## src/rtl/ctrl_perf_ctr.sv

```systemverilog
// Retired-instruction and cycle counters for the multi-cycle controller.
// Both clear on synchronous reset and wrap naturally at 2^PERF_W.
module ctrl_perf_ctr #(
  parameter int PERF_W = 32
) (
  input  logic              clk_i,
  input  logic              rst_i,
  input  logic              Retire_i,
  output logic [PERF_W-1:0] Retired_o,
  output logic [PERF_W-1:0] Cycles_o
);

  localparam logic [PERF_W-1:0] ONE = PERF_W'(1);

  logic [PERF_W-1:0] r_retired;
  logic [PERF_W-1:0] r_cycles;

  // Count every non-reset cycle, and every retirement reported by the FSM.
  always_ff @(posedge clk_i) begin
    if (rst_i) begin
      r_retired <= '0;
      r_cycles  <= '0;
    end else begin
      r_cycles <= r_cycles + ONE;
      if (Retire_i) begin
        r_retired <= r_retired + ONE;
      end
    end
  end

  assign Retired_o = r_retired;
  assign Cycles_o  = r_cycles;

endmodule

```

## config.mk

```make
export PLATFORM = sky130hd
export DESIGN_NAME = ctrl_perf_ctr
export DESIGN_NICKNAME = d
export VERILOG_FILES = /design/src/rtl/ctrl_perf_ctr.sv
export SDC_FILE = /design/constraint.sdc
export NUM_CORES = 1
export LEC_CHECK = 0
export ABC_CLOCK_PERIOD_IN_PS = 4200
export BUFFER_PORTS_ARGS = -buffer_cell sky130_fd_sc_hd__buf_2
export CORE_ASPECT_RATIO = 0.5
export CORE_MARGIN = 2
export CORE_UTILIZATION = 60
export CTS_BUF_LIST = sky130_fd_sc_hd__clkbuf_8
export DETAILED_ROUTE_END_ITERATION = 6
export PLACE_DENSITY = 0.95
export REMOVE_ABC_BUFFERS = 1
export SYNTH_ARGS = -nofsm -noshare
export SYNTH_HDL_FRONTEND = slang
export SYNTH_SLANG_ARGS = --single-unit
```

## constraint.sdc

```tcl
create_clock -name clk_i -period 4.2 [get_ports clk_i]
set_clock_uncertainty 0.1 [all_clocks]
set_input_delay 0.21 -clock clk_i [delete_from_list [all_inputs] [get_ports clk_i]]
set_output_delay 0.21 -clock clk_i [all_outputs]
set_load 0.03 [all_outputs]
```

Word level (Yosys, flattened, before mapping)
Index checks and enable logic that the tools add are counted.
{ "totals": {"reg_bits": 64, "inputBits": 3, "out_inout_bits": 64, "word_cells": 4} }
{ "op_classes": {"add_sub_neg": 2} }
{ "ops": {"columns": ["operator", "count"], "rows": [
  ["$add A32 B1 Y32 const B", 2]
]} }

Longest topological paths before layout
{ "depth": {"depth_word": 1, "mapped_depth": 6, "mapped_depth_nobuf": 5} }

Least setup slack after synthesis
OpenSTA, ideal clock, no wires.
{ "synth_timing": {"path_type": "register to register", "from": "register r_cycles[0] (netlist: Cycles_o[0])", "to": "register r_cycles[28] (netlist: Cycles_o[28])", "setup_time_ns": 0.121, "arrival_time_ns": 2.106, "required_ns": 3.979, "path_slack_ns": 1.874, "path_stages_with_launch": 7, "path_buffers": 1, "synth_period_minus_slack_ns": 2.326, "path_cell_list": "dfxtp_1 > ha_1 > nand4_1 > or3_1 > buf_2 > nor3b_1 > mux2_2"} }
{ "synth_between": {"elab_chain_cells": 1} }
{ "synth_rtl": {"columns": ["element", "line_no", "source"], "rows": [
  ["start, declared", "16", "logic [PERF_W-1:0] r_cycles;"],
  ["start signal, assigned", "24", "r_cycles <= r_cycles + ONE;"],
  ["$add A32 B1 Y32", "24", null]
]} }
No other way between the ends.
A chain may end at the register's enable or synchronous reset.

Worst setup path in the final report
{ "layout_timing": {"from": "register r_cycles[0] (netlist: Cycles_o[0])", "to": "register r_cycles[30] (netlist: Cycles_o[30])"} }
Same word-level chain as after synthesis.

==> out/metrics.csv <==
stage,metric,value,unit
synthesis,ys_ff_latch,64,
critical_path,path_class,reg2reg,
die,coreArea,4840,µm²
timing,fin_tns_setup,0,ns
die,die_h,53.8,µm
route,first_pass_iters,5,
synthesis,muxShareOfSynthArea,0.0223,
synthesis,ys_warn_count,0,
synthesis,synth-edff-count,0,
clock_network,root_buffer,clkbuf_8,
die,start_util,0.615,
timing,post-route-period-util,0.573,
run_status,status,finished clean,
route,post_drt_via_cell_ratio,6.07,
grt,overflow,0,
grt,grtUsageTotal,0.262,
die,placementRows,18,
clock_network,cts_inserted_buffers,9,
synthesis,synth-compound-area-share,0.128,
timing,hold_violations,0,
synthesis,synth_ff_type,dfxtp_1,
worst_hold_path,hold_class,in2reg,
timing,min_period,2.41,ns
clock_network,cts.hold.buffers_added,0,
grt,antenna_found_initial,0,
synthesis,synth_top_family_by_area,simple AND/OR/NAND/NOR gates,
grt,grt_use_met1,0.283,
cells_and_area,antennaDiodeCount,0,
grt,use_met2,0.488,
timing,slew_headroom,0.217,
power_and_ir_drop,power_density,318,nW/µm²
route,drtIter0Drc,146,
critical_path,critical_path_peak_fanout,14,
cells_and_area,drive_gt1_frac,0.229,
critical_path,startpoint_type,flop,
die,ioPinCount,67,
critical_path,reg2reg_slack,1.79,ns
timing,setup_viol,0,
clock_network,cts_resized,0,
placement,gp_congestion,0.834,
critical_path,arrival,2.55,ns
power_and_ir_drop,peakVddDrop,0.241,mV
timing,worst-slew-pin-transition,1.17,ns
route,wl_per_cell,15.3,µm
cells_and_area,fill_cells,376,
cells_and_area,final_common_cell,buf_2,
grt,grt_pass1_wl,11.5,mm
route,num_vias,2891,
route,drcViolationCount,0,
die,die_area,5570,µm²
critical_path,rr_worst_depth,5,
cells_and_area,multiInputGateArea,1590,µm²
grt,top_usage_layer,met2,
synthesis,avgSynthCellArea,8.63,µm²
synthesis,synth_xor_area_frac,0.0677,
synthesis,synth_fa_ha_area_frac,0.00841,
clock_network,clock_path_buffers,2,
cells_and_area,regArea,1280,µm²
clock_network,clk_latency,0.33,ns
timing,layout_setup_ws,1.79,ns
route,ant_nets,0,
critical_path,r2r_end,Cycles_o[30],
synthesis,synth_cells,345,
grt,grt_util_met3,0.0872,
placement,pre_cts_ws,1.84,ns
clock_network,htreeDepth,3,
clock_network,post_cts_buffers,0,
timing,final_max_slew_viol_count,0,
synthesis,syn-cell-area,2980,µm²
route,routed_wl,7.28,mm
timing,rsz0062_at_grt,no,
cells_and_area,nets,409,
synthesis,async_flop_share,0,
synthesis,synth.distinct_cells,31,
grt,grt_pass1_vias,2589,
cells_and_area,area_growth,16.5,%
power_and_ir_drop,leakage,1.33,nW
critical_path,critPathCapture,Cycles_o[30],
cells_and_area,final_cell_mix,"66 x buf_2, 64 x dfxtp_1, 33 x a21oi_1",
clock_network,path_clk_slew,0.07,ns
clock_network,cts_tree,yes,
synthesis,ys_seq_area_frac,0.430,
clock_network,cts.sinks,64,
die,die_w,104,µm
critical_path,crit_path_start,Cycles_o[0],
timing,max_freq,416,MHz
synthesis,synth-simple-area-share,0.308,
placement,hpwlAfterDp,4.82,mm
grt,grt_max_degree,70,
critical_path,worstPathRequired,4.35,ns
critical_path,rr_startpoint,Cycles_o[0],
critical_path,endpoint_kind,flop,
job,maxCapViolCount,0,
placement,io_buffers,66,
area by class of cell:
cell class / count / share of cell area
clock inverter: 2 / 0.00253
tap: 70 / 0.0253
clock buffer: 11 / 0.0437
sequential: 64 / 0.369
inverter: 5 / 0.00541
timing repair buffer: 66 / 0.0952
multi-input combinational: 258 / 0.459
power by group:
group           total, W  internal (W)  switching, W
sequential      0.000617      0.000611    0.00000545
clock           0.000451      0.000233      0.000218
combinational  0.0000361    0.00000981     0.0000262
total            0.00110      0.000855      0.000249
registers in the layout, summed over array words and instances (netlist names):
register   cells
Cycles_o      32
Retired_o     32
cell families after synthesis:
| group | count (synthesis) |
|---|---|
| adder cells (fa/ha/maj) | 2 |
| multiplexers | 6 |
| flip-flops | 64 |
| AND/OR/NAND/NOR | 161 |
| buffers and inverters | 23 |
| AO/OA/AOI/OAI | 66 |
| XOR/XNOR | 23 |
cell usage after synthesis (7+ instances only):
cell      count  area, µm²
or4_1        22        165
xor2_1       12        105
nand2_1      25       93.8
dfxtp_1      64       1280
a21oi_1      33        165
nand3_1      17       85.1
nor4_1        7       43.8
xnor2_1      11       96.3
or3_1        15       93.8
clkbuf_1     12       45.0
nand4_1      13       81.3
nor2_1       31        116
o31ai_1      20        150
o21ai_0      13       65.1
worst min path at each step:
stage | to | start | slack (ns) | cells after the start
2_1_floorplan | Cycles_o[0] | rst_i | 0.18 | 1
3_3_place_gp | Cycles_o[0] | Cycles_o[0] | 0.34 | 1
3_5_place_dp | Cycles_o[0] | Cycles_o[0] | 0.37 | 1
4_1_cts | Retired_o[0] | Retire_i | 0.12 | 3
5_1_grt | Retired_o[0] | Retire_i | 0.15 | 3
6_report | Retired_o[0] | Retire_i | 0.12 | 3
worst max-delay path, stage by stage (launching register included):
cell	delay, ns
dfxtp_1	0.38
ha_1	0.28
nand4_1	0.20
or3_1	0.59
or4_1	0.58
a21oi_1	0.19
through the flow:
| step | cell area [µm²] | total power (W) | hold WS, ns | cells | util |
|---|---|---|---|---|---|
| after floorplan | 2890 | 0.000648 | 0.177 | 327 | - |
| after global placement | 3310 | 0.000664 | 0.343 | 463 | 0.683 |
| after detailed placement | 3310 | 0.000667 | 0.371 | 463 | 0.683 |
| after CTS | 3470 | 0.00111 | 0.119 | 476 | 0.716 |
| after global routing | 3470 | 0.00114 | 0.149 | 476 | 0.716 |
| final | 3470 | 0.00110 | 0.122 | 476 | 0.716 |
routing by layer:
layer	share of wire	wire length, µm
met3	0.051	373
met1	0.42	3070
met2	0.51	3680
met5	0	0
met4	0.021	155
Note: power is estimated with default switching activity, not from simulation.
